<file path="config.mk">
export PLATFORM = sky130hd
export DESIGN_NAME = uart_tx_frame
export DESIGN_NICKNAME = d
export VERILOG_FILES = /design/src/rtl/uart_tx_frame.sv
export SDC_FILE = /design/constraint.sdc
export NUM_CORES = 1
export LEC_CHECK = 0
export BUFFER_PORTS_ARGS = -buffer_cell sky130_fd_sc_hd__buf_2
export CAP_MARGIN = 20
export CELL_PAD_IN_SITES_DETAIL_PLACEMENT = 1
export CELL_PAD_IN_SITES_GLOBAL_PLACEMENT = 1
export CORE_MARGIN = 2
export CORE_UTILIZATION = 43
export DETAILED_ROUTE_END_ITERATION = 8
export GPL_ROUTABILITY_DRIVEN = 1
export PLACE_DENSITY = 0.82
export SLEW_MARGIN = 40
export SYNTH_ARGS = -nofsm -noshare
export SYNTH_HDL_FRONTEND = slang
export SYNTH_SLANG_ARGS = --single-unit
</file>
<file path="constraint.sdc">
create_clock -name CLK -period 2.4 [get_ports CLK]
set_clock_uncertainty 0.2 [all_clocks]
set_input_delay 0.24 -clock CLK [delete_from_list [all_inputs] [get_ports CLK]]
set_output_delay 0.24 -clock CLK [all_outputs]
set_load 0.005 [all_outputs]
</file>
<file path="src/rtl/uart_tx_frame.sv">
// UART transmit framer: start bit, LSB-first data, optional parity, one or two
// stop bits. Every output is a flop that holds the bit currently on the line.
module uart_tx_frame #(
  parameter int DATA_WIDTH = 8
) (
  input  logic                  CLK,
  input  logic                  RST,
  input  logic [DATA_WIDTH-1:0] P_DATA,
  input  logic                  DATA_VALID,
  input  logic                  PAR_EN,
  input  logic [1:0]            PAR_MODE,
  input  logic                  STOP_2,
  output logic                  TX_OUT,
  output logic                  BUSY,
  output logic                  TX_DONE
);

  localparam int CNT_W = (DATA_WIDTH > 1) ? $clog2(DATA_WIDTH) : 1;
  localparam logic [CNT_W-1:0] LAST_BIT = CNT_W'(DATA_WIDTH - 1);

  typedef enum logic [2:0] {
    S_IDLE, S_START, S_DATA, S_PARITY, S_STOP1, S_STOP2
  } state_t;

  state_t                state_q, state_d;
  logic [DATA_WIDTH-1:0] data_q, data_d;
  logic [CNT_W-1:0]      cnt_q, cnt_d;
  logic                  par_en_q, par_en_d;
  logic [1:0]            par_mode_q, par_mode_d;
  logic                  stop2_q, stop2_d;
  logic                  tx_q, tx_d;
  logic                  busy_q, busy_d;
  logic                  done_q, done_d;

  function automatic logic parity_bit(input logic [DATA_WIDTH-1:0] word,
                                      input logic [1:0]            mode);
    case (mode)
      2'b00:   return ^word;
      2'b01:   return ~^word;
      2'b10:   return 1'b1;
      default: return 1'b0;
    endcase
  endfunction

  // Next-state logic computes the bit that will be on the line after the edge,
  // so the output flops change together with the state register.
  always_comb begin
    state_d    = state_q;
    data_d     = data_q;
    cnt_d      = cnt_q;
    par_en_d   = par_en_q;
    par_mode_d = par_mode_q;
    stop2_d    = stop2_q;
    tx_d       = 1'b1;
    busy_d     = 1'b1;
    done_d     = 1'b0;
    case (state_q)
      S_IDLE: begin
        busy_d = 1'b0;
        if (DATA_VALID) begin
          state_d    = S_START;
          data_d     = P_DATA;
          par_en_d   = PAR_EN;
          par_mode_d = PAR_MODE;
          stop2_d    = STOP_2;
          tx_d       = 1'b0;
          busy_d     = 1'b1;
        end
      end
      S_START: begin
        state_d = S_DATA;
        cnt_d   = '0;
        tx_d    = data_q[0];
      end
      S_DATA: begin
        if (cnt_q == LAST_BIT) begin
          if (par_en_q) begin
            state_d = S_PARITY;
            tx_d    = parity_bit(data_q, par_mode_q);
          end else begin
            state_d = S_STOP1;
          end
        end else begin
          cnt_d = cnt_q + CNT_W'(1);
          tx_d  = data_q[cnt_d];
        end
      end
      S_PARITY: state_d = S_STOP1;
      S_STOP1: begin
        if (stop2_q) begin
          state_d = S_STOP2;
        end else begin
          state_d = S_IDLE;
          busy_d  = 1'b0;
          done_d  = 1'b1;
        end
      end
      S_STOP2: begin
        state_d = S_IDLE;
        busy_d  = 1'b0;
        done_d  = 1'b1;
      end
      default: begin
        state_d = S_IDLE;
        busy_d  = 1'b0;
      end
    endcase
  end

  always_ff @(posedge CLK or negedge RST) begin
    if (!RST) begin
      state_q    <= S_IDLE;
      data_q     <= '0;
      cnt_q      <= '0;
      par_en_q   <= 1'b0;
      par_mode_q <= 2'b00;
      stop2_q    <= 1'b0;
      tx_q       <= 1'b1;
      busy_q     <= 1'b0;
      done_q     <= 1'b0;
    end else begin
      state_q    <= state_d;
      data_q     <= data_d;
      cnt_q      <= cnt_d;
      par_en_q   <= par_en_d;
      par_mode_q <= par_mode_d;
      stop2_q    <= stop2_d;
      tx_q       <= tx_d;
      busy_q     <= busy_d;
      done_q     <= done_d;
    end
  end

  assign TX_OUT  = tx_q;
  assign BUSY    = busy_q;
  assign TX_DONE = done_q;

endmodule

</file>
[Yosys cells after proc, flatten, opt, wreduce, memory -nomap -nowiden]
Cells that the tools add are included.
Word-level totals
  logic and storage cells: 50
  input bits: 15
  output and inout bits: 3
  bits in registers: 21
Cells by class
  equality and inequality tests: 11
  muxes and demuxes: 19
  order comparisons: 1
  add/sub/neg operators: 1
  reduce and logical (&&, ||, !) cells: 9
Operators by type and width (count)
  $mux 3: 5
  $pmux 3 s5: 1
  $eq 3x3->1 const B: 3
  $pmux 1 s3: 3
  $reduce_xnor 8->1: 1
  $reduce_xor 8->1: 1
  $mux 1: 7
  $eq 3x2->1 const B: 2
  $ne 2x2->1 const B: 3
  $pmux 3 s2: 1
  $reduce_and 2->1: 3
  $lt 3x4->1 const B: 1
  $add 3x1->3 const B: 1
  $bmux 1 s3: 1
  $eq 3x1->1 const B: 1
  $logic_not 3->1: 1
  $reduce_or 3->1: 1
  $eq 2x1->1 const B: 1
  $eq 2x2->1 const B: 1
  $logic_not 2->1: 1
  $pmux 1 s2: 1
  $reduce_bool 2->1: 1

[Logic depth before layout (Yosys ltp)]
Gate-level depths: netlist of run 1.
  depth after elaboration: 5
  gate-level depth with buffers: 7
  depth with buffers taken out: 7

[Worst setup path after synthesis of run 1]
No wires, ideal clock.
  kind: reg2reg
  start point: reg cnt_q[0]
  end point: reg tx_q (netlist: TX_OUT)
  setup time: 0.085 ns
  data required time: 2.115 ns
  stages on the path, launching flop included: 8
  arrival time: 1.860 ns
  period minus slack after synthesis: 2.145 ns
  path slack: 0.255 ns
  path through: dfrtp_1 -> ha_1 -> ha_1 -> mux4_1 -> nor3b_1 -> nor4_1 -> nor2_1 -> nor3_2
On the way
  cells in the longest elaborated chain, start to end: 5
  elaborated cells on any way between the ends: 6
  classes of those cells: add/sub: 1; eq/ne: 1; mux: 4
RTL lines
  start: declaration: RTL line 27  | logic [CNT_W-1:0] cnt_q, cnt_d;
  start signal: assignment: RTL line 124  | cnt_q <= cnt_d;
  $add 3x1->3: RTL line 84  | cnt_d = cnt_q + CNT_W'(1);
  $bmux 1 s3: RTL line 85  | tx_d = data_q[cnt_d];
  $mux 1 (not written as such): RTL line 85
  $mux 1 *: RTL line 76  | if (cnt_q == LAST_BIT) begin
  $pmux 1 s3 *: RTL line 57  | case (state_q)
  via tx_d: RTL line 31  | logic tx_q, tx_d;
  end signal: assignment: RTL line 128  | tx_q <= tx_d;
  end: declaration: RTL line 31
The timed path passes the listed nets; every way through them passes the cells marked *. The select of a mux whose other input is x is not followed.
A chain may end at the register's enable or synchronous reset.

[Worst setup path after layout of run 1]
Ends and elaborated chain as after synthesis.

==> results.yml, run 1 <==
outcome:
  status: "finished, final reports clean"
sta:
  final_max_slew_viol_count: 0
  hold_violations: 0
  fmax_mhz: 429
  fin_crit_ps: 2330
  relSlewSlack_pct: 62.5
  fin_crit_sh_pct: 97.2
  worstMarginPinSlew_ps: 563
  setup_viol: 0
  setup-tns-final_ps: 0
cells_and_area:
  fin_cells: 156
  area_delta_synth_final_pct: 24.1
  layout.nets: 144
  utilization_pct: 55.9
  n_antenna_cell: 0
  drive_above_1_share_pct: 31.7
synth:
  synthDominantCellAreaShare_pct: 45.2
  synth_edf_count: 0
  ys_top_cells_by_area: "dfrtp_1 (45%), mux2_2 (11%), mux4_1 (4.8%)"
  yosys.area.top_type: "dfrtp_1"
  netlist_area_um2: 1110
  synth_common_cells: "dfrtp_1 (20), mux2_2 (11), o21ai_0 (8)"
  syn_inst: 95
  syn-num-nets: 112
  yosysMostFrequentCell: "dfrtp_1"
  seq_area_frac_synth_pct: 47.6
  synth_ff_type: "dfrtp_1"
  ys_warn_count: 0
  synth_cell_types: 32
  synth_seq_cells: 21
  synth.avg_cell_area_um2: 11.6
  ys_async_sr_fraction_pct: 100
setup_path:
  worst_setup_path_end_kind: "flop"
  required_ps: 2450
  worstPathArrival_ps: 2380
  r2r_end: "TX_OUT"
  crit_chain: "ha_1 -> ha_1 -> mux4_1 -> nor3b_2 -> nor4_1 -> nor2_1 -> nor3_2"
  crit_start: "cnt_q[0]"
  rr_worst_depth: 7
  r2r-start: "cnt_q[0]"
  slowest_stage: "mux4_1"
  path_class: "reg2reg"
  cp_max_fo: 5
  cp_common_cell: "ha_1"
  rrSetupSlack_ps: 70
  startpoint_type: "flop"
  max_stage_delay_ps: 570
clock_tree:
  cts.clk_slew.worst_paths_ps: 130
  cts_tree: "built"
  clk_path_buf_depth: 2
  cts_setup_buffers: 0
  cts-root-buf: "clkbuf_4"
  clk_latency_ps: 320
  cts_sinks: 21
  cts-htree-levels: 1
  cts_buffers: 3
detailed_routing:
  firstDrtPassIters: 4
  vias_per_cell: 5.51
  num_vias: 860
  wl_um: 2640
  drcViolationCount: 0
  wl_met1_um: 1070
  ant_nets: 0
  dr_wl_met2_um: 1410
  first_iter_violations: 5
  highest_layer: "met4"
  wl_per_cell_um: 16.9
  wl_met3_um: 80
place:
  dp_hpwl_um: 1770
  place_congestion: 0.796
  placement.io_buffers: 17
  place_inst: 139
global_routing:
  grt_pass1_vias: 869
  grt_pass1_wl_um: 4200
  grt.total_usage_pct: 20.7
  grt_overflow: 0
  antenna_found_initial: 0
  grt_start_max_net_pins: 22
die:
  io_pins: 18
  core.rowCount: 18
  die_area_um2: 2990
  core_um2: 2450
  die_w_um: 54.7
  initial_core_util_pct: 45.1
  die_height_um: 54.7
power:
  seq_power_share_pct: 40.8
  p_int_uw: 1090
  netSwitchingPower_uw: 778
  p_clk_share_pct: 9.6
  cellPowerDensity_nw_per_um2: 1360
  ir_drop_v: 0.000843
  leakagePower_uw: 0.000582
  switching_share_pct: 41.6
  share_comb_of_total_power_pct: 49.6
min_path:
  worstHoldStart: "DATA_VALID"
  hold_depth: 3
  min_to: "BUSY"
  hp-class: "in2reg"
flow_run:
  drv_cap: 0
-- cells in the final DEF (no fill, tap or decap), drive strengths merged --
| cell | count |
|---|---|
| a211o | 1 |
| a21oi | 4 |
| a22oi | 2 |
| buf | 18 |
| clkbuf | 3 |
| clkinv | 1 |
| dfrtp | 20 |
| dfstp | 1 |
| dlygate4sd3 | 13 |
| ha | 2 |
| inv | 3 |
| mux2 | 11 |
| mux2i | 1 |
| mux4 | 2 |
| nand2 | 5 |
| nand3 | 2 |
| nand3b | 1 |
| nor2 | 4 |
| nor2b | 1 |
| nor3 | 7 |
| nor3b | 2 |
| nor4 | 2 |
| nor4b | 1 |
| o211ai | 1 |
| o21a | 1 |
| o21ai | 9 |
| o21ba | 1 |
| xnor2 | 6 |
| xor2 | 1 |
-- state kept, by name (all words and copies together), names as in the netlist --
name,cells
par_mode_q,2
par_en_q,1
stop2_q,1
BUSY,1
data_q,8
TX_OUT,1
cnt_q,3
state_q,3
TX_DONE,1
-- worst max-delay path, delay by kind of cell (launching register included) --
kind | cells | cell delay, ps
adder cells (fa/ha/maj) | 2 | 540
flip-flops | 1 | 470
multiplexers | 1 | 570
AND/OR/NAND/NOR | 4 | 460
-- through the flow --
stage	hold WS [ps]	setup WS (ps)	power (uW)	instance area, um^2
6_report	82.7	67.9	1870	1370
3_3_place_gp	22.1	191	1580	1210
2_1_floorplan	-256	255	1440	1110
4_1_cts	109	72.1	1850	1370
3_5_place_dp	26.3	99.4	1650	1210
5_1_grt	107	-16.2	2020	1370
-- worst max path at each step --
stage	to	slack (ps)	depth (start not counted)
after floorplan	TX_OUT	250	7
after global routing	TX_OUT	-20	7
final	TX_OUT	70	7
after global placement	TX_OUT	190	7
after CTS	TX_OUT	70	7
after detailed placement	TX_OUT	100	7
-- kinds of logic (layout without fill, tap and decap cells) --
| kind of cell | count (synthesis) | count (layout) | share of synthesized area (%) |
|---|---|---|---|
| AOI/OAI and AO/OA | 19 | 19 | 10.3 |
| xor gates and xnor gates | 7 | 7 | 5.54 |
| adders and majority gates | 2 | 2 | 2.26 |
| buffers and inverters | 7 | 38 | 3.96 |
| DFF | 21 | 21 | 47.6 |
| muxes | 14 | 14 | 16.9 |
| and+or+nand+nor | 25 | 25 | 13.5 |
-- layer usage --
layer	vias up	track usage [%]
met4	0	8.75
met5	-	0
met2	20	36.1
met3	7	3.55
met1	422	25.0
li1	411	-
-- power by group through the flow --
stage	registers, uW	logic, uW	clock network (uW)
3_5_place_dp	767	883	0
6_report	762	927	179
5_1_grt	793	1030	198
2_1_floorplan	648	791	0
4_1_cts	758	905	182
3_3_place_gp	750	835	0
-- cell type report --
| cell class | instances | area [um^2] |
|---|---|---|
| clock buffer | 3 | 22.5 |
| clock inverter | 1 | 5.00 |
| fill | 273 | 1080 |
| inverter | 3 | 16.3 |
| multi-input combinational | 67 | 541 |
| sequential | 21 | 528 |
| tap | 30 | 37.5 |
| timing repair buffer | 31 | 223 |
-- timing repair --
action,CTS,global route
gates resized for setup,0,2
hold buffers,13,0
endpoints found under the hold margin,32,0
setup endpoints to repair,0,1
Note: power is estimated with default switching activity, not from simulation.
==> inputs of run 2 (changes only) <==
--- a/config.mk
+++ b/config.mk
@@ -5,15 +5,16 @@
 export SDC_FILE = /design/constraint.sdc
 export NUM_CORES = 1
 export LEC_CHECK = 0
+export ABC_CLOCK_PERIOD_IN_PS = 2100
 export BUFFER_PORTS_ARGS = -buffer_cell sky130_fd_sc_hd__buf_2
 export CAP_MARGIN = 20
 export CELL_PAD_IN_SITES_DETAIL_PLACEMENT = 1
 export CELL_PAD_IN_SITES_GLOBAL_PLACEMENT = 1
 export CORE_MARGIN = 2
-export CORE_UTILIZATION = 43
+export CORE_UTILIZATION = 35
 export DETAILED_ROUTE_END_ITERATION = 8
 export GPL_ROUTABILITY_DRIVEN = 1
-export PLACE_DENSITY = 0.82
+export PLACE_DENSITY = 0.72
 export SLEW_MARGIN = 40
 export SYNTH_ARGS = -nofsm -noshare
 export SYNTH_HDL_FRONTEND = slang
==> constraint.sdc (replaced) <==
create_clock -name CLK -period 2.1 [get_ports CLK]
set_clock_uncertainty 0.2 [all_clocks]
set_input_delay 0.21 -clock CLK [delete_from_list [all_inputs] [get_ports CLK]]
set_output_delay 0.21 -clock CLK [all_outputs]
set_load 0.005 [all_outputs]
==> results.yml, run 2 (synthesis gave the netlist of run 1 again) <==
die:
  core_um2: 3030
  core.rowCount: 20
  die_area_um2: 3630
  die_w_um: 60.2
  initial_core_util_pct: 36.5
  die_height_um: 60.2
  io_pins: 18
power:
  p_clk_share_pct: 9.3
  switching_share_pct: 40.5
  seq_power_share_pct: 38.6
  netSwitchingPower_uw: 883
  share_comb_of_total_power_pct: 52.0
  ir_drop_v: 0.000648
  cellPowerDensity_nw_per_um2: 1540
  leakagePower_uw: 0.000587
  p_total_uw: 2180
  p_int_uw: 1300
cells_and_area:
  fillers: 337
  regMostFlops: "data_q"
  n_antenna_cell: 0
  final_common_cell: "dfrtp_1"
  drive_above_1_share_pct: 34.1
  area_delta_synth_final_pct: 28.5
  largest_register_ffs: 8
  multi_input_area_um2: 552
  final_cell_mix: "dfrtp_1 (20), buf_2 (17), dlygate4sd3_1 (13)"
  seqCellArea_um2: 527
  layout.nets: 147
  reg.largest.list: "data_q: 8 flops, cnt_q: 3 flops, state_q: 3 flops"
min_path:
  hp-class: "in2reg"
  worstHoldStart: "DATA_VALID"
sta:
  setup_viol: 0
  final_max_slew_viol_count: 0
  hold_violations: 0
  setup-tns-final_ps: 0
  rsz0062_at_grt: "true"
  fmax_mhz: 480
  worstMarginPinSlew_ps: 489
  relSlewSlack_pct: 67.4
  fin_crit_sh_pct: 99.2
  fin_crit_ps: 2080
global_routing:
  grt_pass1_wl_um: 4510
  grt_start_max_net_pins: 22
  grt_pass1_vias: 937
  global_route.usage.met1_pct: 20.9
  met2_usage_pct: 29.2
  grt.busiest_layer: "met2"
  grt.total_usage_pct: 17.0
  grt_overflow: 0
  antenna_found_initial: 0
  grt_use_met3_pct: 3.25
clock_tree:
  clk_latency_ps: 310
  cts.clk_slew.worst_paths_ps: 120
  cts_buffers: 3
  cts_tree: "built"
  clk_path_buf_depth: 2
  cts-root-buf: "clkbuf_4"
  cts_sinks: 21
  cts-htree-levels: 1
setup_path:
  path_class: "reg2reg"
  startpoint_type: "flop"
  required_ps: 2150
  slowest_stage: "mux4_2"
  crit_start: "cnt_q[0]"
  r2r-start: "cnt_q[0]"
  worst_setup_path_end_kind: "flop"
  worstPathArrival_ps: 2130
  max_stage_delay_ps: 520
  crit_chain: "ha_2 -> ha_4 -> mux4_2 -> nor3b_2 -> nor4_1 -> nor2_1 -> nor3_2"
  cp_max_fo: 3
detailed_routing:
  wl_per_cell_um: 14.8
  drcViolationCount: 0
  ant_nets: 0
  wl_um: 2560
  first_iter_violations: 2
  num_vias: 838
  firstDrtPassIters: 2
  vias_per_cell: 4.84
place:
  dp_hpwl_um: 1750
  place_congestion: 0.698
  placement.io_buffers: 17
flow_run:
  drv_cap: 0
outcome:
  status: "finished, final reports clean"
[run 2: changes by cell type in the layout (fill, tap and decap cells not counted), sizes merged]
cell	change
clkinv	-1
buf	+3
clkbuf	+1
[run 2: through the flow]
step	worst slack (ps)	area (um^2)	hold WS, ps	util, %	instances
after floorplan	4.69	1120	-286	-	95
after global placement	34.8	1260	-7.94	41.5	155
after detailed placement	-59.4	1260	8.47	41.5	155
after CTS	21.4	1420	9.12	46.9	173
after global routing	-54.1	1420	23.8	46.9	173
final	17.6	1420	15.7	46.9	173
[run 2: worst max-delay path: cells and delay by family, from the launching register on]
family                   cells  cell delay (ps)
adder cells (fa/ha/maj)      2              480
AND/OR/NAND/NOR              4              400
flip-flops                   1              420
multiplexers                 1              520
[run 2: area by class of cell]
type | count | area share (%)
Sequential cell | 21 | 37.1
Timing Repair Buffer | 34 | 17.3
Inverter | 3 | 1.14
Multi-Input combinational cell | 67 | 38.8
Tap cell | 44 | 3.87
Clock buffer | 4 | 1.85
[run 2: worst paths after layout]
check,depth (start not counted),slack (ps),endpoint
max reg2reg,7,20,TX_OUT
max,7,20,TX_OUT
min reg2reg,1,360,stop2_q
min in group asynchronous,2,170,par_en_q
min,3,20,BUSY
max in group asynchronous,2,1180,TX_OUT
[run 2: layer usage]
metal  share of wire, %  vias to the layer above
li1                   -                      414
met1                 43                      404
met2                 53                       16
met3                3.0                        4
met4                1.1                        0
met5                  0                        -
[run 2: what timing repair did]
action,in CTS,in global routing
hold buffers,13,0
endpoints found under the setup margin,1,1
resized for setup,2,0
setup buffers,1,0
hold endpoints to repair,32,0
[run 2: power groups by stage]
stage / combinational, uW / sequential [uW] / clock, uW
final: 1140 / 843 / 204
after global routing: 1250 / 882 / 230
after CTS: 1140 / 846 / 211
after detailed placement: 1090 / 855 / 0
after global placement: 1020 / 835 / 0
after floorplan: 916 / 746 / 0
==> inputs of run 3 (changes only) <==
--- a/config.mk
+++ b/config.mk
@@ -5,7 +5,7 @@
 export SDC_FILE = /design/constraint.sdc
 export NUM_CORES = 1
 export LEC_CHECK = 0
-export ABC_CLOCK_PERIOD_IN_PS = 2100
+export ABC_CLOCK_PERIOD_IN_PS = 2700
 export BUFFER_PORTS_ARGS = -buffer_cell sky130_fd_sc_hd__buf_2
 export CAP_MARGIN = 20
 export CELL_PAD_IN_SITES_DETAIL_PLACEMENT = 1
@@ -14,7 +14,7 @@
 export CORE_UTILIZATION = 35
 export DETAILED_ROUTE_END_ITERATION = 8
 export GPL_ROUTABILITY_DRIVEN = 1
-export PLACE_DENSITY = 0.72
+export PLACE_DENSITY = 0.7
 export SLEW_MARGIN = 40
 export SYNTH_ARGS = -nofsm -noshare
 export SYNTH_HDL_FRONTEND = slang
==> constraint.sdc (replaced) <==
create_clock -name CLK -period 2.7 [get_ports CLK]
set_clock_uncertainty 0.2 [all_clocks]
set_input_delay 0.27 -clock CLK [delete_from_list [all_inputs] [get_ports CLK]]
set_output_delay 0.27 -clock CLK [all_outputs]
set_load 0.005 [all_outputs]
==> results.yml, run 3 (synthesis gave the netlist of run 1 again) <==
cells_and_area:
  final_common_cell: "dfrtp_1"
  n_antenna_cell: 0
  layout.nets: 144
  final_cell_mix: "dfrtp_1 (20), buf_2 (17), dlygate4sd3_1 (13)"
  largest_register_ffs: 8
  drive_above_1_share_pct: 30.2
  area_delta_synth_final_pct: 25.1
  reg.largest.list: "data_q: 8 flops, cnt_q: 3 flops, state_q: 3 flops"
  regMostFlops: "data_q"
detailed_routing:
  firstDrtPassIters: 2
  vias_per_cell: 4.92
  ant_nets: 0
  num_vias: 836
  first_iter_violations: 30
  drcViolationCount: 0
  wl_um: 2200
  wl_per_cell_um: 12.9
sta:
  setup_viol: 0
  relSlewSlack_pct: 63.6
  fmax_mhz: 435
  setup-tns-final_ps: 0
  worstMarginPinSlew_ps: 545
  hold_violations: 0
  fin_crit_ps: 2300
  rsz0062_at_grt: "false"
  holdWs_ps: 92.5
  worst_slack_ps: 402
  final_max_slew_viol_count: 0
  fin_crit_sh_pct: 85.1
clock_tree:
  cts.clk_slew.worst_paths_ps: 120
  cts_resized: 0
  cts_buffers: 3
  cts-htree-levels: 1
  hold_buffers: 13
  cts_sinks: 21
  cts_setup_buffers: 0
  cts_tree: "built"
  clk_latency_ps: 310
  cts-root-buf: "clkbuf_4"
  clk_path_buf_depth: 2
setup_path:
  slowest_stage: "mux4_1"
  worst_setup_path_end_kind: "flop"
  max_stage_delay_ps: 550
  cp_max_fo: 5
  rr_worst_depth: 7
  rrSetupSlack_ps: 400
  crit_chain: "ha_1 -> ha_1 -> mux4_1 -> nor3b_1 -> nor4_1 -> nor2_1 -> nor3_2"
  crit_start: "cnt_q[0]"
  r2r-start: "cnt_q[0]"
  cp_common_cell: "ha_1"
  cp-endpoint: "TX_OUT"
  crit_family: "adder cells"
  path_class: "reg2reg"
  cp.depth: 7
  worstPathArrival_ps: 2340
  startpoint_type: "flop"
  r2r_end: "TX_OUT"
  required_ps: 2750
  critPathBufInv: 0
die:
  die_w_um: 60.2
  core.rowCount: 20
  initial_core_util_pct: 36.5
  core_um2: 3030
  io_pins: 18
  die_area_um2: 3630
  die_height_um: 60.2
power:
  ir_drop_v: 0.000404
  leakagePower_uw: 0.000580
  cellPowerDensity_nw_per_um2: 1150
place:
  placement.io_buffers: 17
  preCtsSetupSlack_ps: 405
  place_congestion: 0.780
  dp_hpwl_um: 1590
outcome:
  status: "finished, final reports clean"
flow_run:
  drv_cap: 0
global_routing:
  grt.total_usage_pct: 14.6
  antenna_found_initial: 0
  grt_overflow: 0
  grt_pass1_vias: 904
  grt_pass1_wl_um: 3930
  grt_start_max_net_pins: 22
min_path:
  hp-class: "in2reg"
[run 3: per-stage QoR]
stage / area, um^2 / util [%] / cells / total power (uW)
6_report: 1380 / 45.7 / 170 / 1590
4_1_cts: 1380 / 45.7 / 170 / 1610
5_1_grt: 1380 / 45.7 / 170 / 1740
3_3_place_gp: 1230 / 40.5 / 153 / 1400
3_5_place_dp: 1230 / 40.5 / 153 / 1450
2_1_floorplan: 1110 / - / 95 / 1280
[run 3: area by class of cell]
type                    count  area (um^2)
multi-input cells          67          536
inverters                   3         16.3
flip-flops and latches     21          527
fillers                   337         1640
clock buffers               3         22.5
well taps                  44         55.1
repair buffers             31          223
clock inverters             1         5.00
[run 3: worst register-to-register path, stage by stage (launching register included)]
cell,delay [ps]
dfrtp_1,460
ha_1,230
ha_1,340
mux4_1,550
nor3b_1,200
nor4_1,70
nor2_1,140
nor3_2,60
[run 3: routing by layer]
| metal | global-route usage [%] | vias up | routed length (um) | share of wire, % |
|---|---|---|---|---|
| met2 | 25.0 | 16 | 1090 | 49 |
| met1 | 17.6 | 408 | 995 | 45 |
| li1 | - | 407 | - | - |
| met3 | 2.81 | 5 | 76 | 3.5 |
| met4 | 6.35 | 0 | 38 | 1.7 |
| met5 | 0 | - | 0 | 0 |
[run 3: worst min-delay path by stage]
| stage | slack, ps | cells after the start | startpoint | end |
|---|---|---|---|---|
| 5_1_grt | 140 | 3 | DATA_VALID | BUSY |
| 2_1_floorplan | -230 | 0 | RST | BUSY |
| 3_3_place_gp | 50 | 1 | RST | par_en_q |
| 6_report | 90 | 3 | DATA_VALID | BUSY |
| 3_5_place_dp | 60 | 1 | RST | par_en_q |
| 4_1_cts | 90 | 3 | DATA_VALID | BUSY |
[run 3: where the power goes]
group	total, uW	switching, uW	internal, uW
clock network	153	97.7	55.3
logic	771	335	436
registers	661	189	472
total	1590	622	963
